===== src/rtl/run_ctrl_pkg.sv =====
// Shared types and helpers for the program run controller.
package run_ctrl_pkg;

  typedef enum logic [2:0] {
    StIdle,
    StHoldReset,
    StStart,
    StRun,
    StDone
  } run_state_e;

  // Mailbox value that signals a passing program.
  localparam int unsigned PASS_CODE = 1;

  // A run ends only on a full-word write to the mailbox address.
  function automatic logic mailbox_hit(input logic write, input logic addr_match,
                                       input logic full_word);
    return write & addr_match & full_word;
  endfunction

endpackage


===== src/rtl/run_cycle_counter.sv =====
// Saturating cycle counter with clear, load and enable.
// COUNT_DOWN selects down-counting (saturates at zero) or up-counting (saturates at all ones).
module run_cycle_counter #(
  parameter int unsigned COUNT_BITS = 32,
  parameter bit          COUNT_DOWN = 1'b0
) (
  input  logic                  clock,
  input  logic                  reset,
  input  logic                  clear,
  input  logic                  load,
  input  logic [COUNT_BITS-1:0] load_value,
  input  logic                  enable,
  output logic [COUNT_BITS-1:0] count
);

  logic [COUNT_BITS-1:0] count_d, count_q;

  // Next count: clear beats load beats enable; the count never wraps.
  always_comb begin
    count_d = count_q;
    if (clear) begin
      count_d = '0;
    end else if (load) begin
      count_d = load_value;
    end else if (enable) begin
      if (COUNT_DOWN) begin
        if (count_q != '0) count_d = count_q - COUNT_BITS'(1);
      end else begin
        if (count_q != '1) count_d = count_q + COUNT_BITS'(1);
      end
    end
  end

  // Count register.
  always_ff @(posedge clock) begin
    if (reset) count_q <= '0;
    else       count_q <= count_d;
  end

  assign count = count_q;

endmodule


===== src/rtl/program_run_controller.sv =====
// Program run controller: resets and starts the SoC, snoops the tohost mailbox and reports
// pass/fail/timeout plus the run cycle count.
// Optional macro RUN_SCAN_WINDOW_EN: drive scan high while cycle_count is inside
// [SCAN_CYCLES_MIN, SCAN_CYCLES_MAX] during RUN; otherwise scan is tied low.
module program_run_controller
  import run_ctrl_pkg::*;
#(
  parameter int unsigned                DATA_WIDTH      = 32,
  parameter int unsigned                ADDRESS_BITS    = 32,
  parameter logic [ADDRESS_BITS-1:0]    TOHOST_ADDRESS  = ADDRESS_BITS'(32'h0000_0FF0),
  parameter int unsigned                RESET_CYCLES    = 4,
  parameter int unsigned                TIMEOUT_CYCLES  = 100000,
  parameter int unsigned                COUNT_BITS      = 32,
  parameter int unsigned                SCAN_CYCLES_MIN = 0,
  parameter int unsigned                SCAN_CYCLES_MAX = 1000
) (
  input  logic                    clock,
  input  logic                    reset,
  input  logic                    launch,
  input  logic [ADDRESS_BITS-1:0] launch_address,
  input  logic                    abort,
  input  logic                    ack,
  input  logic                    mem_write,
  input  logic [DATA_WIDTH/8-1:0] mem_byte_en,
  input  logic [ADDRESS_BITS-1:0] mem_address,
  input  logic [DATA_WIDTH-1:0]   mem_data,
  output logic                    core_reset,
  output logic                    core_start,
  output logic [ADDRESS_BITS-1:0] core_program_address,
  output logic                    scan,
  output logic                    busy,
  output logic                    done,
  output logic                    pass,
  output logic                    timed_out,
  output logic [DATA_WIDTH-1:0]   result,
  output logic [COUNT_BITS-1:0]   cycle_count
);

  // A counter too narrow for the timeout saturates, so the limit is clamped to all ones.
  localparam longint unsigned CountMax =
      (COUNT_BITS >= 64) ? '1 : ((64'd1 << COUNT_BITS) - 64'd1);
  localparam longint unsigned TimeoutLast = 64'(TIMEOUT_CYCLES) - 64'd1;
  localparam logic [COUNT_BITS-1:0] TimeoutLimit =
      COUNT_BITS'((TimeoutLast > CountMax) ? CountMax : TimeoutLast);
  localparam logic [COUNT_BITS-1:0] ResetLoad = COUNT_BITS'(RESET_CYCLES - 1);

  run_state_e state_d, state_q;

  logic [ADDRESS_BITS-1:0] prog_addr_d, prog_addr_q;
  logic [DATA_WIDTH-1:0]   result_d, result_q;
  logic                    pass_d, pass_q;
  logic                    timed_out_d, timed_out_q;

  logic                  rst_load, rst_en;
  logic                  run_clear, run_en;
  logic [COUNT_BITS-1:0] rst_count;
  logic                  hit;
  logic                  timeout_hit;

  assign hit = mailbox_hit(mem_write, (mem_address == TOHOST_ADDRESS), &mem_byte_en);
  assign timeout_hit = (cycle_count == TimeoutLimit);

  // Down-counts the remaining HOLD_RESET cycles.
  run_cycle_counter #(
    .COUNT_BITS(COUNT_BITS),
    .COUNT_DOWN(1'b1)
  ) u_reset_counter (
    .clock     (clock),
    .reset     (reset),
    .clear     (1'b0),
    .load      (rst_load),
    .load_value(ResetLoad),
    .enable    (rst_en),
    .count     (rst_count)
  );

  // Up-counts RUN cycles; this is the reported cycle_count.
  run_cycle_counter #(
    .COUNT_BITS(COUNT_BITS),
    .COUNT_DOWN(1'b0)
  ) u_run_counter (
    .clock     (clock),
    .reset     (reset),
    .clear     (run_clear),
    .load      (1'b0),
    .load_value('0),
    .enable    (run_en),
    .count     (cycle_count)
  );

  // Next-state and result update; abort outranks a mailbox hit, a hit outranks timeout.
  always_comb begin
    state_d     = state_q;
    prog_addr_d = prog_addr_q;
    result_d    = result_q;
    pass_d      = pass_q;
    timed_out_d = timed_out_q;
    rst_load    = 1'b0;
    rst_en      = 1'b0;
    run_clear   = 1'b0;
    run_en      = 1'b0;
    case (state_q)
      StIdle: begin
        if (launch) begin
          prog_addr_d = launch_address;
          result_d    = '0;
          pass_d      = 1'b0;
          timed_out_d = 1'b0;
          rst_load    = 1'b1;
          state_d     = StHoldReset;
        end
      end
      StHoldReset: begin
        if (abort)                 state_d = StIdle;
        else if (rst_count == '0)  state_d = StStart;
        else                       rst_en  = 1'b1;
      end
      StStart: begin
        if (abort) begin
          state_d = StIdle;
        end else begin
          run_clear = 1'b1;
          state_d   = StRun;
        end
      end
      StRun: begin
        if (abort) begin
          state_d = StIdle;
        end else if (hit) begin
          result_d    = mem_data;
          pass_d      = (mem_data == DATA_WIDTH'(PASS_CODE));
          timed_out_d = 1'b0;
          state_d     = StDone;
        end else if (timeout_hit) begin
          pass_d      = 1'b0;
          timed_out_d = 1'b1;
          state_d     = StDone;
        end else begin
          run_en = 1'b1;
        end
      end
      StDone: begin
        if (ack) state_d = StIdle;
      end
      default: state_d = StIdle;
    endcase
  end

  // State and result registers.
  always_ff @(posedge clock) begin
    if (reset) begin
      state_q     <= StIdle;
      prog_addr_q <= '0;
      result_q    <= '0;
      pass_q      <= 1'b0;
      timed_out_q <= 1'b0;
    end else begin
      state_q     <= state_d;
      prog_addr_q <= prog_addr_d;
      result_q    <= result_d;
      pass_q      <= pass_d;
      timed_out_q <= timed_out_d;
    end
  end

  // Core control and status decoded from the current state.
  always_comb begin
    core_reset = !((state_q == StStart) || (state_q == StRun));
    core_start = (state_q == StStart);
    busy       = (state_q == StHoldReset) || (state_q == StStart) || (state_q == StRun);
    done       = (state_q == StDone);
  end

  assign core_program_address = prog_addr_q;
  assign result               = result_q;
  assign pass                 = pass_q;
  assign timed_out            = timed_out_q;

`ifdef RUN_SCAN_WINDOW_EN
  localparam logic [COUNT_BITS-1:0] ScanMin  = COUNT_BITS'(SCAN_CYCLES_MIN);
  localparam logic [COUNT_BITS-1:0] ScanSpan = COUNT_BITS'(SCAN_CYCLES_MAX - SCAN_CYCLES_MIN);

  logic [COUNT_BITS-1:0] count_next;
  logic                  scan_d, scan_q;

  // Predict next cycle_count so the registered scan lines up with it; the offset compare
  // covers MIN..MAX inclusive without a compare against zero.
  always_comb begin
    count_next = cycle_count;
    if (run_clear)                          count_next = '0;
    else if (run_en && cycle_count != '1)   count_next = cycle_count + COUNT_BITS'(1);
    scan_d = (state_d == StRun) && ((count_next - ScanMin) <= ScanSpan);
  end

  // Scan request register.
  always_ff @(posedge clock) begin
    if (reset) scan_q <= 1'b0;
    else       scan_q <= scan_d;
  end

  assign scan = scan_q;
`else
  logic unused_scan_params;
  assign unused_scan_params = ^{32'(SCAN_CYCLES_MIN), 32'(SCAN_CYCLES_MAX)};
  assign scan = 1'b0;
`endif

endmodule


===== config.mk =====
export PLATFORM = sky130hd
export DESIGN_NAME = program_run_controller
export DESIGN_NICKNAME = d
export VERILOG_FILES = /design/src/rtl/run_ctrl_pkg.sv /design/src/rtl/run_cycle_counter.sv /design/src/rtl/program_run_controller.sv
export SDC_FILE = /design/constraint.sdc
export NUM_CORES = 1
export LEC_CHECK = 0
export ABC_CLOCK_PERIOD_IN_PS = 3500
export CORE_MARGIN = 3
export CORE_UTILIZATION = 45
export CTS_BUF_LIST = sky130_fd_sc_hd__clkbuf_2 sky130_fd_sc_hd__clkbuf_4 sky130_fd_sc_hd__clkbuf_8
export DETAILED_ROUTE_END_ITERATION = 6
export PLACE_DENSITY = 0.76
export SYNTH_ARGS = -nofsm -noshare
export SYNTH_HDL_FRONTEND = slang
export SYNTH_SLANG_ARGS = --single-unit

===== constraint.sdc =====
create_clock -name clock -period 3.5 [get_ports clock]
set_input_delay 1.05 -clock clock [delete_from_list [all_inputs] [get_ports clock]]
set_output_delay 1.05 -clock clock [all_outputs]
set_load 0.05 [all_outputs]

==> results.cfg, run 1 <==
[timing]
layout_min_cycle_time_ns = 3.20
final_max_slew_viol_count = 0
clock.fmax_ghz = 0.312
tightestPinTransition_ns = 0.693
setup_viol = 0
final.setup_skew_ns = 0.0167
hold_violation_total_from_the_final_report = 0
slew-limit-headroom_pct = 53.4
grt_setup_unrepaired = false
min_period_over_period_pct = 91.6
setup_total_negative_slack_ns = 0
fin_ws_ns = 0.295
hold-worst-slack_ns = 0.452

[cells_and_area]
design.final.nets = 1046
fraction_of_layout_cells_with_a_size_suffix_above_1_pct = 7.15
syn_to_final_growth_pct = 44.4
postLayoutCellArea_um2 = 8600
seq_area_um2 = 2660
num_antenna_cells = 0
final_cell_mix = sky130_fd_sc_hd__clkdlybuf4s50_1, sky130_fd_sc_hd__dfxtp_1, sky130_fd_sc_hd__nand2_1
fillers = 1072
layout.cells.most_common = sky130_fd_sc_hd__clkdlybuf4s50_1
footprint_of_the_multi_input_gates_um2 = 3060

[power]
power.net_switching_uw = 979
pd_cells_nw_per_um2 = 411
ir_drop_mv = 0.346
clk_pwr_share_pct = 37.8
power_switching_share_pct = 27.7
pwr-share-seq_pct = 44.9
intPower_uw = 2550
comb_power_share_pct = 17.3
power.leakage_uw = 0.00297
power_uw = 3530

[setup_path]
timing.rr.start = u_reset_counter.count[14]$_SDFFE_PP0P_
crit_required_ns = 2.45
crit_start_category = register
worst_path_class_setup = reg2out
critical_path.startpoint = state_q[0]$_SDFFE_PP0P_
worstPathMaxFanout = 9
data_arrival_at_the_endpoint_of_the_critical_path_ns = 2.15
crit_path_end_kind = primary output

[synthesis]
synth_top_cells_by_area = sky130_fd_sc_hd__dfxtp_1, sky130_fd_sc_hd__a21oi_1, sky130_fd_sc_hd__nand2_1
synth.lib_cells_used.distinct = 57
syn_nets = 848
ys_async_sr_fraction_pct = 0
synth_enable_flop_cells = 0
netlist_instances = 740
synthFlopType = sky130_fd_sc_hd__dfxtp_1
portion_of_the_post_synthesis_area_used_by_sequential_elements_pct = 44.7
ys_ff_latch = 133
synth.yosys.warnings = 0
post-synth-top-area-cell = sky130_fd_sc_hd__dfxtp_1
avgSynthCellArea_um2 = 8.05
synth_largest_type_area_fraction_pct = 44.7
netlist_area_um2 = 5960

[drt]
viasPerCell = 5.54
route.antenna.remaining_nets = 0
routedWlPerCell_um = 16.0
routed-via-count = 6225
drc = 0
final_wl_um = 18000
dr.pass1.iters = 4
drt-initial-drc-count = 388

[clocking]
tritoncts_num_sinks = 133
ctsHoldBuffers = 0
clock_path_buffers = 2
cts-root-buf = sky130_fd_sc_hd__clkbuf_8
post_cts_resize_count = 0
maximum_level_of_the_cts_h_tree = 4
post_cts.repair.setup_buffers = 0
worst_skew_pair.late_latency_ns = 0.44
clk_pin_slew_ns = 0.08
tritoncts = yes
cts_inserted_buffers = 17

[global_routing]
groute.usage.overall_pct = 23.9
grt_max_degree = 56
antenna_violations_before_repair = 0
grt_pass1_wl_um = 28300
grt_pass1_vias = 5901
global_route.overflow_total = 0

[status]
outcome = finished clean

[min_path]
min_path_type = reg2reg
holdCritStartpoint = result[26]$_SDFFE_PP0P_

[floorplan]
design.die.area_um2 = 14700
die_width_um = 121
io_pins = 209
core_um2 = 12800
row_cnt = 41
initial_core_util_pct = 46.6
die_h_um = 121

[place]
routabilityCongestion = 0.903
final_hpwl_dp_um = 13200
place_worst_setup_slack_ns = 0.0666
post_dp_cell_area_um2 = 8180
numPortBuffers = 207

[flow_run]
cap_viol_max_count = 0
==> sequential cells by signal, indices dropped and copies added, names as in the netlist <==
signal and cells:
timed_out 1, u_reset_counter.count 32, result 32, core_program_address 32, pass 1, u_run_counter.count 32
state_q 3
==> worst max-delay path, stage by stage, from the launching register on <==
cell and delay, ns:
sky130_fd_sc_hd__dfxtp_1 0.50, sky130_fd_sc_hd__nor2_1 0.12, sky130_fd_sc_hd__nor2_1 0.25, sky130_fd_sc_hd__clkdlybuf4s50_1 0.86
==> worst paths after layout <==
check / slack, ns / endpoint / depth (start not counted)
worst max-delay path: 0.30 / busy / 3
worst min-delay path: 0.45 / result[26]$_SDFFE_PP0P_ / 2
worst max register to register: 0.75 / u_reset_counter.count[3]$_SDFFE_PP0P_ / 6
worst min register to register: 0.45 / result[26]$_SDFFE_PP0P_ / 2
==> layout make-up <==
type / instances / area share (%)
sequential: 133 / 31.0
multi-input combinational: 554 / 35.5
clock buffer: 19 / 3.04
timing repair buffer: 224 / 25.8
tap: 172 / 2.50
clock inverter: 13 / 1.80
inverter: 8 / 0.349
==> kinds of logic after synthesis <==
logic type	after synthesis	share of synthesized area (%)
other	1	0.0629
XOR/XNOR	26	3.82
flip-flops	133	44.7
AND/OR/NAND/NOR	378	32.7
multiplexers	3	0.504
adder cells (fa/ha/maj)	2	0.420
buffers and inverters	53	4.26
AO/OA/AOI/OAI	144	13.5
==> layer usage <==
| layer | track usage (%) | vias to the layer above | routed length, um |
|---|---|---|---|
| met5 | 0 | - | 0 |
| met4 | 6.59 | 0 | 198 |
| met3 | 6.85 | 15 | 1360 |
| met2 | 41.2 | 238 | 9200 |
| met1 | 29.0 | 2903 | 7220 |
| li1 | - | 3069 | - |
==> power by group through the flow <==
stage | Sequential, uW | Combinational [uW] | Clock [uW]
after detailed placement | 1620 | 609 | 0
after global placement | 1620 | 601 | 0
final | 1590 | 612 | 1330
after floorplan | 1710 | 279 | 0
after global routing | 1590 | 655 | 1420
after CTS | 1590 | 611 | 1350
==> stage by stage <==
stage	util, %	instances
floorplan	-	740
global placement	64.1	1091
detailed placement	64.1	1091
CTS	67.3	1123
global route	67.3	1123
finish	67.3	1123
==> cells in the mapped netlist, types with 5 or more instances <==
library cell	number
sky130_fd_sc_hd__a21oi_1	96
sky130_fd_sc_hd__and3_1	5
sky130_fd_sc_hd__and4_1	9
sky130_fd_sc_hd__clkbuf_1	33
sky130_fd_sc_hd__dfxtp_1	133
sky130_fd_sc_hd__inv_1	8
sky130_fd_sc_hd__nand2_1	127
sky130_fd_sc_hd__nand2b_1	5
sky130_fd_sc_hd__nand3_1	54
sky130_fd_sc_hd__nand4_1	21
sky130_fd_sc_hd__nor2_1	47
sky130_fd_sc_hd__nor3_1	17
sky130_fd_sc_hd__nor4_1	27
sky130_fd_sc_hd__o21ai_0	22
sky130_fd_sc_hd__o31ai_1	8
sky130_fd_sc_hd__or3_1	27
sky130_fd_sc_hd__or4_1	16
sky130_fd_sc_hd__xnor2_1	8
sky130_fd_sc_hd__xor2_1	18
Power figures use the tool's default switching activity.
==> run 2, diff against run 1 <==
Settings changed: PLACE_DENSITY 0.76 to 0.73, SYNTH_HIERARCHICAL from default to 1.
==> results.cfg, run 2 <==
[setup_path]
crit_chain = nor2_1, and2_1, clkdlybuf4s50_1
worstPathMaxFanout = 9
regToRegEndpoint = u_reset_counter/count[29]$_SDFFE_PP0P_
crit_start_category = register
crit_path_end_kind = primary output
data_arrival_at_the_endpoint_of_the_critical_path_ns = 2.09
regToRegSetupSlack_ns = 0.56
rr_worst_depth = 8
timing.rr.start = u_reset_counter/count[0]$_SDFFE_PP0P_
worst_path_class_setup = reg2out
critical-path-slowest-cell = sky130_fd_sc_hd__clkdlybuf4s50_1
crit_required_ns = 2.45
worst_path_largest_cell_delay_ns = 0.84

[synthesis]
synth.lib_cells_used.distinct = 83
fraction_of_the_mapped_netlist_area_in_simple_logic_gates_pct = 31.3
ys_ff_latch = 133
synthFlopType = sky130_fd_sc_hd__dfxtp_1
post_synth_xor_area_fraction_pct = 1.36
ys_async_sr_fraction_pct = 0
synth_top_family_by_area = simple AND/OR/NAND/NOR gates
portion_of_the_post_synthesis_area_used_by_sequential_elements_pct = 37.5
post-synth-top-area-cell = sky130_fd_sc_hd__dfxtp_1
synth_top_cells_by_area = sky130_fd_sc_hd__dfxtp_1, sky130_fd_sc_hd__nand2_1, sky130_fd_sc_hd__o21ai_0
post-synth-top-count-cell = sky130_fd_sc_hd__dfxtp_1
avgSynthCellArea_um2 = 8.27
synthAdderAreaFrac_pct = 0.353
synth_enable_flop_cells = 0
synth.mux.area_fraction_pct = 0.599
synth.yosys.warnings = 6
ys_top_cells_by_count = sky130_fd_sc_hd__dfxtp_1, sky130_fd_sc_hd__nand2_1, sky130_fd_sc_hd__o21ai_0, sky130_fd_sc_hd__a21oi_1, sky130_fd_sc_hd__nand3_1
synth_compound_gate_area_share_pct = 22.5
netlist_area_um2 = 7100
synth_largest_type_area_fraction_pct = 37.5
netlist_instances = 858

[place]
final_hpwl_dp_um = 16400
numPortBuffers = 207
placed_cells_incl_taps = 1316
post_dp_cell_area_um2 = 9540
routabilityCongestion = 0.911

[drt]
final_wl_um = 22300
viasPerCell = 5.58
drc = 0
route.antenna.remaining_nets = 0
drt-initial-drc-count = 558
routedWlPerCell_um = 16.6
routed-via-count = 7530
dr.pass1.iters = 5

[timing]
tightestPinTransition_ns = 0.858
grt_setup_unrepaired = false
layout_min_cycle_time_ns = 3.14
final_max_slew_viol_count = 0
hold_violation_total_from_the_final_report = 0
clock.fmax_ghz = 0.318
final.setup_skew_ns = 0.0161
hold-worst-slack_ns = 0.455
slew-limit-headroom_pct = 42.3
min_period_over_period_pct = 89.7
setup_viol = 0

[cells_and_area]
fraction_of_layout_cells_with_a_size_suffix_above_1_pct = 12.4
design.final.nets = 1232
final_cell_mix = sky130_fd_sc_hd__clkdlybuf4s50_1, sky130_fd_sc_hd__dfxtp_1, sky130_fd_sc_hd__nand2_1
syn_to_final_growth_pct = 40.4
final_cells = 1349
layout.core_utilization_pct = 65.1
postLayoutCellArea_um2 = 9960
fillers = 1390
layout.cells.most_common = sky130_fd_sc_hd__clkdlybuf4s50_1

[power]
power.leakage_uw = 0.00341
ir_drop_mv = 0.216
intPower_uw = 2680
pd_cells_nw_per_um2 = 402
pwr-share-seq_pct = 42.2
power_switching_share_pct = 33.1
clk_pwr_share_pct = 34.7
power.net_switching_uw = 1330
comb_power_share_pct = 23.2

[clocking]
maximum_level_of_the_cts_h_tree = 4
worst_skew_pair.late_latency_ns = 0.46
ctsHoldBuffers = 0
tritoncts = yes
clock_path_buffers = 2
cts-root-buf = sky130_fd_sc_hd__clkbuf_8
cts_inserted_buffers = 17
post_cts.repair.setup_buffers = 0
tritoncts_num_sinks = 133
clk_pin_slew_ns = 0.08
post_cts_resize_count = 0

[floorplan]
design.die.area_um2 = 17300
core_um2 = 15300
io_pins = 209
die_h_um = 132
row_cnt = 45
initial_core_util_pct = 46.3
die_width_um = 132

[min_path]
holdCritStartpoint = core_program_address[20]$_SDFFE_PP0P_
min_path_type = reg2reg
holdPathStages = 2
worst_hold_path.endpoint = core_program_address[20]$_SDFFE_PP0P_

[global_routing]
groute.usage.overall_pct = 25.1
grt_pass1_vias = 6791
grt_max_degree = 66
antenna_violations_before_repair = 1
grt_pass1_wl_um = 36300
global_route.overflow_total = 0

[status]
outcome = finished clean

[flow_run]
cap_viol_max_count = 0
-- run 2: changes by cell type after synthesis, sizes merged, moves of 6 or more --
cell,delta
o21ai,+72
a31oi,+37
o31ai,+11
xor2,-16
nor4,+6
a211oi,+9
buf,+18
inv,+6
clkbuf,-7
a21oi,-46
nor3,+6
nor2,-24
-- run 2: layer usage --
| metal | GRT usage (%) | vias up | wire length (um) |
|---|---|---|---|
| li1 | - | 3726 | - |
| met1 | 33.7 | 3537 | 10200 |
| met2 | 41.3 | 246 | 10700 |
| met3 | 5.13 | 21 | 1260 |
| met4 | 6.42 | 0 | 204 |
| met5 | 0 | - | 0 |
-- run 2: metrics by stage --
step	total power [uW]	worst slack [ns]	TNS [ns]
after floorplan	2290	0.218	0
after global placement	2630	-0.0201	-0.0201
after detailed placement	2640	-0.0286	-0.0332
after CTS	4010	0.325	0
after global routing	4180	0.259	0
final	4010	0.360	0
-- run 2: worst max-delay path by stage --
stage / from / to / slack [ns] / cells after the start
final: state_q[0]$_SDFFE_PP0P_ / done / 0.36 / 3
after global routing: mem_byte_en[0] / u_run_counter/count[2]$_SDFFE_PP0P_ / 0.26 / 10
after CTS: state_q[0]$_SDFFE_PP0P_ / done / 0.32 / 3
after detailed placement: mem_address[8] / u_run_counter/count[16]$_SDFFE_PP0P_ / -0.03 / 10
after global placement: mem_address[8] / u_run_counter/count[16]$_SDFFE_PP0P_ / -0.02 / 10
after floorplan: mem_address[10] / u_run_counter/count[16]$_SDFFE_PP0P_ / 0.22 / 9
-- run 2: cell type report --
class / instances / area (um2) / share of cell area [%]
Timing Repair Buffer: 235 / 2290 / 23.0
Clock buffer: 18 / 248 / 2.49
Inverter: 14 / 52.6 / 0.527
Tap cell: 211 / 264 / 2.65
Antenna cell: 1 / 2.50 / 0.0251
Sequential cell: 133 / 2660 / 26.7
Clock inverter: 14 / 176 / 1.77
Multi-Input combinational cell: 723 / 4260 / 42.8
-- run 2: logic make-up after synthesis --
kind of cell,after synthesis
adder cells (fa/ha/maj),2
flip-flops,133
multiplexers,4
buffers and inverters,72
AO/OA/AOI/OAI,245
XOR/XNOR,11
other,2
AND/OR/NAND/NOR,389
-- run 2: power groups by stage --
stage / clock (uW) / combinational (uW) / sequential (uW)
2_1_floorplan: 0 / 417 / 1880
3_3_place_gp: 0 / 910 / 1720
3_5_place_dp: 0 / 918 / 1720
4_1_cts: 1400 / 921 / 1690
5_1_grt: 1470 / 1000 / 1700
6_report: 1390 / 929 / 1690
-- run 2: critical path: cells and delay by family, from the launching register on --
kind,cells,cell delay (ns)
buffers and inverters,1,0.84
DFF,1,0.40
and+or+nand+nor,2,0.40
